**config.mk**
```make
export PLATFORM = sky130hd
export DESIGN_NAME = trdb_apb_initiator
export DESIGN_NICKNAME = d
export VERILOG_FILES = /design/src/rtl/trdb_pkg.sv /design/src/rtl/trdb_apb_initiator.sv
export SDC_FILE = /design/constraint.sdc
export NUM_CORES = 1
export LEC_CHECK = 0
export CORE_MARGIN = 4
export CORE_UTILIZATION = 46
export DETAILED_ROUTE_END_ITERATION = 6
export GPL_ROUTABILITY_DRIVEN = 0
export PLACE_DENSITY = 0.87
export SYNTH_ARGS = -nofsm -noshare
export SYNTH_HDL_FRONTEND = slang
export SYNTH_SLANG_ARGS = --single-unit
```
**constraint.sdc**
```tcl
create_clock -name clk_i -period 2.7 [get_ports clk_i]
set_input_delay 0.405 -clock clk_i [delete_from_list [all_inputs] [get_ports clk_i]]
set_output_delay 0.405 -clock clk_i [all_outputs]
set_load 0.1 [all_outputs]
```
**src/rtl/trdb_pkg.sv**
```systemverilog
// trdb_pkg: shared trace-debugger types, register map and defaults
package trdb_pkg;
    typedef enum logic [1:0] {
        TRDB_APB_IDLE,
        TRDB_APB_ACCESS,
        TRDB_APB_RESP
    } trdb_apb_state_e;

    localparam int TRDB_APB_TIMEOUT_DEFAULT = 16;

    localparam logic [11:0] REG_TRDB_CTRL       = 12'h000;
    localparam logic [11:0] REG_TRDB_STATUS     = 12'h004;
    localparam logic [11:0] REG_TRDB_FILTER     = 12'h008;
    localparam logic [11:0] REG_TRDB_ADDR_LOW   = 12'h00c;
    localparam logic [11:0] REG_TRDB_ADDR_HIGH  = 12'h010;
    localparam logic [11:0] REG_TRDB_DUMP       = 12'h014;
    localparam logic [11:0] REG_TRDB_DUMP_WITH_TIME = 12'h018;
endpackage

```
**src/rtl/trdb_apb_initiator.sv**
```systemverilog
// trdb_apb_initiator: single-beat req/rsp to per_* bus bridge; access timeout enabled by TRDB_APB_TIMEOUT_EN
module trdb_apb_initiator
    import trdb_pkg::*;
#(
    parameter int APB_ADDR_WIDTH = 12,
    parameter int TIMEOUT_CYCLES = TRDB_APB_TIMEOUT_DEFAULT,
    parameter int TIMEOUT_WIDTH  = $clog2(TIMEOUT_CYCLES + 1)
) (
    input  logic                      clk_i,
    input  logic                      rst_i,
    input  logic                      req_valid_i,
    output logic                      req_ready_o,
    input  logic [APB_ADDR_WIDTH-1:0] req_addr_i,
    input  logic [31:0]               req_wdata_i,
    input  logic                      req_we_i,
    output logic                      rsp_valid_o,
    input  logic                      rsp_ready_i,
    output logic [31:0]               rsp_rdata_o,
    output logic                      rsp_err_o,
    output logic                      per_valid_o,
    output logic                      per_we_o,
    output logic [APB_ADDR_WIDTH-1:0] per_addr_o,
    output logic [31:0]               per_wdata_o,
    input  logic [31:0]               per_rdata_i,
    input  logic                      per_ready_i
);
    trdb_apb_state_e state_q, state_d;
    logic [APB_ADDR_WIDTH-1:0] addr_q, addr_d;
    logic [31:0] wdata_q, wdata_d, rdata_q, rdata_d;
    logic we_q, we_d, err_q, err_d;
    logic timeout;
`ifdef TRDB_APB_TIMEOUT_EN
    logic [TIMEOUT_WIDTH-1:0] cnt_q, cnt_d;
    assign timeout = cnt_q == TIMEOUT_WIDTH'(TIMEOUT_CYCLES - 1);
    always_comb begin
        cnt_d = cnt_q;
        if (state_q == TRDB_APB_IDLE) cnt_d = '0;
        else if (state_q == TRDB_APB_ACCESS && !per_ready_i) cnt_d = cnt_q + 1'b1;
    end
    always_ff @(posedge clk_i) cnt_q <= rst_i ? '0 : cnt_d;
`else
    assign timeout = 1'b0;
`endif
    assign req_ready_o = state_q == TRDB_APB_IDLE;
    assign per_valid_o = state_q == TRDB_APB_ACCESS;
    assign rsp_valid_o = state_q == TRDB_APB_RESP;
    assign per_we_o    = we_q;
    assign per_addr_o  = addr_q;
    assign per_wdata_o = wdata_q;
    assign rsp_rdata_o = rdata_q;
    assign rsp_err_o   = err_q;
    always_comb begin
        state_d = state_q;
        addr_d  = addr_q;
        wdata_d = wdata_q;
        we_d    = we_q;
        rdata_d = rdata_q;
        err_d   = err_q;
        case (state_q)
            TRDB_APB_IDLE: if (req_valid_i) begin
                addr_d  = req_addr_i;
                wdata_d = req_wdata_i;
                we_d    = req_we_i;
                state_d = TRDB_APB_ACCESS;
            end
            TRDB_APB_ACCESS: if (per_ready_i || timeout) begin
                // a completion in the timeout cycle still wins over the error
                rdata_d = (per_ready_i && !we_q) ? per_rdata_i : '0;
                err_d   = !per_ready_i;
                state_d = TRDB_APB_RESP;
            end
            TRDB_APB_RESP: state_d = rsp_ready_i ? TRDB_APB_IDLE : TRDB_APB_RESP;
            default: state_d = TRDB_APB_IDLE;
        endcase
    end
    always_ff @(posedge clk_i) begin
        if (rst_i) begin
            state_q <= TRDB_APB_IDLE;
            addr_q  <= '0;
            wdata_q <= '0;
            we_q    <= 1'b0;
            rdata_q <= '0;
            err_q   <= 1'b0;
        end else begin
            state_q <= state_d;
            addr_q  <= addr_d;
            wdata_q <= wdata_d;
            we_q    <= we_d;
            rdata_q <= rdata_d;
            err_q   <= err_d;
        end
    end
endmodule

```
==> results of run 1 <==
worst min-delay path by stage:
stage	to	slack (ns)	cells past startpoint
2_1_floorplan	per_we_o	0.56	2
3_3_place_gp	rsp_rdata_o[15]	0.46	2
5_1_grt	per_wdata_o[18]	0.49	2
6_report	per_wdata_o[10]	0.47	2
4_1_cts	per_wdata_o[0]	0.48	2
3_5_place_dp	per_wdata_o[10]	0.47	2
power groups by stage:
stage          Sequential (mW)  Combinational, mW  Clock (mW)
2_1_floorplan             1.80              0.266           0
3_3_place_gp              1.31              0.992           0
3_5_place_dp              1.32               1.00           0
4_1_cts                   1.29               1.00       0.935
5_1_grt                   1.30               1.04       0.969
6_report                  1.29              0.997       0.895
state kept, by name, indices dropped and copies added, names as in the netlist:
register     flops
state_q          2
rsp_err_o        1
per_addr_o      12
rsp_rdata_o     32
per_we_o         1
per_wdata_o     32
logic make-up after synthesis:
kind of cell    after synthesis  share of synthesized area, %
compound gates                2                         0.538
flops                        80                          43.0
buf+inv                      29                          5.88
simple gates                162                          29.8
mux                          77                          20.7
synthesized netlist by cell type (all sizes together):
cell type	instances
or2b	1
nor3b	4
and3b	1
buf	12
mux2i	77
o21ba	2
or3b	32
dfxtp	80
and2b	1
clkbuf	17
nand2b	121
nor2	1
nor2b	1
layer usage:
layer,part of all wire [%],vias up,global-route usage [%]
met5,0,-,0
met4,2.7,0,7.99
met3,6.5,16,4.50
met2,50,90,29.4
met1,41,1302,21.5
li1,-,1444,-
layout by cell type, fill, tap and decap left out, types with 2 or more instances in the layout:
| cell | instances |
|---|---|
| mux2i_1 | 77 |
| dfxtp_1 | 80 |
| clkbuf_8 | 11 |
| buf_4 | 85 |
| clkinvlp_4 | 2 |
| clkinv_2 | 2 |
| or3b_1 | 10 |
| or3b_2 | 22 |
| clkdlybuf4s50_1 | 80 |
| nor3b_1 | 2 |
| o21ba_2 | 2 |
| nand2b_1 | 121 |
stage by stage:
stage                     std cells  utilization [%]  hold WS [ns]  area (µm²)
final                           606             68.0         0.474        5310
after global routing            606             68.0         0.490        5310
after CTS                       606             68.0         0.479        5310
after detailed placement        590             65.4         0.466        5100
after global placement          590             65.4         0.459        5100
after floorplan                 350                -         0.560        3720
area by class of cell:
cell class              count  area share (%)
multi-input cells         241            36.0
flip-flops and latches     80            30.2
repair buffers            167            27.6
clock buffers              11            2.85
well taps                 102            2.40
clock inverters             5            1.04
worst max-delay path, cell delays in order, from the launching register on:
cell     delay (ns)
dfxtp_1        0.47
and2b_1        0.16
buf_4          0.28
==> results.ini, run 1 <==
[yosys]
syn_nets = 432
syn_avg_cell_area_um2 = 10.6
yosysWarnings = 0
synth_seq_area_share_pct = 43.0
synth_top_area_share_pct = 43.0
yosysTopAreaCell = dfxtp_1
ys_types = 19
synth_seq_cells = 80
netlist_instances = 350
syn-cell-area_um2 = 3720
yosys-top-cells-area = dfxtp_1 (43%), mux2i_1 (21%), nand2b_1 (20%)

[critical_path]
reg2reg_depth = 3
rrSetupSlack_ns = 1.18
crit_path_start = state_q[0]
critPathMaxFanout = 7
crit_arrival_ns = 1.25
cp.required_ns = 2.30
path_class = reg -> out
cp-endpoint = per_valid_o
start_kind = register
worstSetupEndpointType = primary output
r2r_start = state_q[0]
worstReg2RegEnd = rsp_rdata_o[0]

[grt]
grt_overflow = 0
grt_max_degree = 100
track_usage_pct = 17.7
grt_pass1_wl_um = 14000
antenna_found_initial = 0
grt_pass1_vias = 2862

[floorplanning]
die_y_um = 98.0
dieArea_um2 = 9600
io_pins = 163
rows = 32
chipWidth_um = 98.0
start_util_pct = 47.7
core-area_um2 = 7810

[pwr]
power_mw = 3.18
netSwitchingFraction_pct = 35.8
ir_worst_vdd_uv = 296
switchingPower_mw = 1.14
combPwrFrac_pct = 31.3
p_int_mw = 2.04
p_seq_share_pct = 40.5
p_leak_nw = 2.18
power_density_nw_per_um2 = 599
clkPwrFrac_pct = 28.1

[sta]
finalHoldViolations = 0
slew-limit-headroom_pct = 50.0
min_period_over_period_pct = 61.4
rsz0062_at_grt = false
clock.fmax_mhz = 604
fin_skew_ns = 0.00763
fin_ws_ns = 1.04
setup_viol = 0
fin_setup_tns_ns = 0
period_minus_slack_ns = 1.66
worst_slew_pin_slew_ns = 0.750
maxSlewViolCount = 0

[clock_tree]
hold_buffers = 0
root_buffer = clkbuf_8
tritoncts = done
cts.sinks = 80
clk_pin_slew_ns = 0.08
postCtsSetupBuffers = 0
cts_resized = 0
numCtsBuffers = 9
clk_latency_ns = 0.33
cts_max_level = 3
cts_buffer_depth = 2

[hold_path]
hold_path.class = reg -> reg
min_from = per_wdata_o[10]

[layout]
antenna_cells = 0
syn2layout_area_growth_pct = 42.6
multi_input_area_um2 = 1910
final_nets = 581
fill_cells = 605
drive_gt1_share_pct = 25.8
regArea_um2 = 1600

[drt]
drtIter0Drc = 42
drt-pass1-iter-count = 4
vias_per_cell = 4.71
ant_nets = 0
wl_per_cell_um = 14.2
wirelength_um = 8610
vias = 2852
route.detailed.drc = 0

[flow_run]
maxCapViolCount = 0

[placement]
pre_cts_slack_ns = 0.786
dpl.hpwl_um = 6220
portBuffers = 162

[run_status]
status = finished clean

Power figures use the tool's default switching activity.
==> run 2, diff against run 1 <==
CORE_UTILIZATION = 38   (was 46)
PLACE_DENSITY = 0.76   (was 0.87)
clock period = 1.4 ns   (was 2.7 ns; I/O delays follow)
==> run 2 against run 1 <==
Compared with the run above:
- die area up 19%
- largest cell class is now non-clock buffers
- flip-flop and latch count did not move
- critical path depth unchanged
- via count rose by 1.9%
- global-route usage fell by 1.3 points
==> results.ini, run 2 (same netlist as run 1, synthesis figures left out) <==
[clock_tree]
numCtsBuffers = 9
cts_max_level = 3
clk_latency_ns = 0.34
cts.sinks = 80
tritoncts = done
postCtsSetupBuffers = 0
clk_pin_slew_ns = 0.07
hold_buffers = 0
cts_buffer_depth = 2
root_buffer = clkbuf_8

[floorplanning]
die_y_um = 107
rows = 35
core-area_um2 = 9370
start_util_pct = 39.7
chipWidth_um = 107
io_pins = 163
dieArea_um2 = 11400

[hold_path]
min_from = rst_i
hold_path_depth = 2
hold_end = rsp_err_o
hold_path.class = in -> reg

[drt]
wl_per_cell_um = 14.8
vias = 2907
drt-pass1-iter-count = 4
drtIter0Drc = 72
wirelength_um = 9420
route.detailed.drc = 0
vias_per_cell = 4.58
ant_nets = 0

[flow_run]
maxCapViolCount = 0

[pwr]
combPwrFrac_pct = 33.5
p_leak_nw = 2.46
p_int_mw = 4.48
netSwitchingFraction_pct = 33.9
clkPwrFrac_pct = 28.5
ir_worst_vdd_uv = 758
switchingPower_mw = 2.30
p_seq_share_pct = 38.0
power_density_nw_per_um2 = 1050

[layout]
final_area_um2 = 6450
syn2layout_area_growth_pct = 73.2
final_nets = 584
antenna_cells = 0
layout_common_cells = nand2b_1 (121), buf_12 (84), clkdlybuf4s50_1 (80), mux2i_1 (77), dfxtp_1 (77)
drive_gt1_share_pct = 27.1
finish.utilization_pct = 68.8
final_common_cell = nand2b_1
fill_cells = 704

[critical_path]
crit_arrival_ns = 1.15
cp.required_ns = 1.19
worstReg2RegEnd = per_wdata_o[2]
start_kind = register
rrSetupSlack_ns = 0.18
reg2reg_depth = 3
cp_slowest_stage_delay_ns = 0.42
r2r_start = state_q[1]
crit_chain = and2b_1, buf_12
worstSetupEndpointType = primary output
slowest_stage = dfxtp_2
path_class = reg -> out
critPathMaxFanout = 7

[sta]
maxSlewViolCount = 0
finalHoldViolations = 0
slew-limit-headroom_pct = 67.3
clock.fmax_mhz = 736
period_minus_slack_ns = 1.36
setup_viol = 0
rsz0062_at_grt = false
min_period_over_period_pct = 97.0
fin_skew_ns = 0.0125
worst_slew_pin_slew_ns = 0.491

[run_status]
status = finished clean

[placement]
place_area_um2 = 6210
portBuffers = 162
dpl.hpwl_um = 7110

[grt]
grt_overflow = 0
grt_pass1_wl_um = 15000
antenna_found_initial = 0
track_usage_pct = 16.4
grt_pass1_vias = 2995
grt_max_degree = 67

[run 2: how the worst max path moves through the flow]
stage,cells past startpoint,startpoint,endpoint,slack [ns]
2_1_floorplan,1,state_q[1],rsp_valid_o,-0.07
3_3_place_gp,4,req_valid_i,per_wdata_o[0],-0.07
3_5_place_dp,4,req_valid_i,per_wdata_o[2],-0.13
4_1_cts,2,state_q[1],rsp_valid_o,0.02
5_1_grt,1,per_we_o,per_we_o,0.01
6_report,2,state_q[1],per_valid_o,0.04
[run 2: power by group through the flow]
stage | combinational, mW | sequential [mW] | clock [mW]
after detailed placement | 2.28 | 2.63 | 0
after global placement | 2.26 | 2.62 | 0
final | 2.27 | 2.58 | 1.93
after CTS | 2.29 | 2.58 | 1.99
after global routing | 2.35 | 2.60 | 2.08
after floorplan | 0.513 | 3.47 | 0
[run 2: metrics by stage]
| stage | setup WS (ns) | setup TNS, ns | hold slack [ns] | cells | power (mW) |
|---|---|---|---|---|---|
| after floorplan | -0.0717 | -0.0717 | 0.358 | 350 | 3.98 |
| after global placement | -0.0715 | -2.69 | 0.494 | 620 | 4.88 |
| after detailed placement | -0.132 | -4.24 | 0.497 | 620 | 4.91 |
| after CTS | 0.0221 | 0 | 0.393 | 635 | 6.86 |
| after global routing | 0.0129 | 0 | 0.417 | 635 | 7.02 |
| final | 0.0421 | 0 | 0.414 | 635 | 6.77 |
[run 2: final cells by class]
cell class	instances	area, µm²	area share, %
Clock buffer	11	151	2.35
Multi-Input combinational cell	241	1920	29.8
Timing Repair Buffer	170	2530	39.2
Clock inverter	4	76.3	1.18
Sequential cell	80	1610	25.0
Tap cell	129	161	2.50
[run 2: timing repair]
action	4_1_cts	5_1_grt
endpoints found under the hold margin	0	0
endpoints found under the setup margin	3	1
resized for setup	3	2
[run 2: per-layer routing]
| metal | track usage [%] | vias up | share of wire (%) |
|---|---|---|---|
| met5 | 0 | - | 0 |
| met3 | 5.00 | 15 | 7.4 |
| met1 | 18.4 | 1347 | 40 |
| met2 | 29.0 | 93 | 50 |
| li1 | - | 1452 | - |
| met4 | 6.48 | 0 | 1.9 |
[run 2: critical path: cells and delay by family (launching register included)]
kind | cells | cell delay [ns]
flops | 1 | 0.42
simple gates | 1 | 0.23
buf+inv | 1 | 0.17
==> run 3, diff against run 2 <==
SLEW_MARGIN = 20   (was not set)
==> results of run 3 <==
No change in the layout: final DEF, timing and power equal those of run 2.
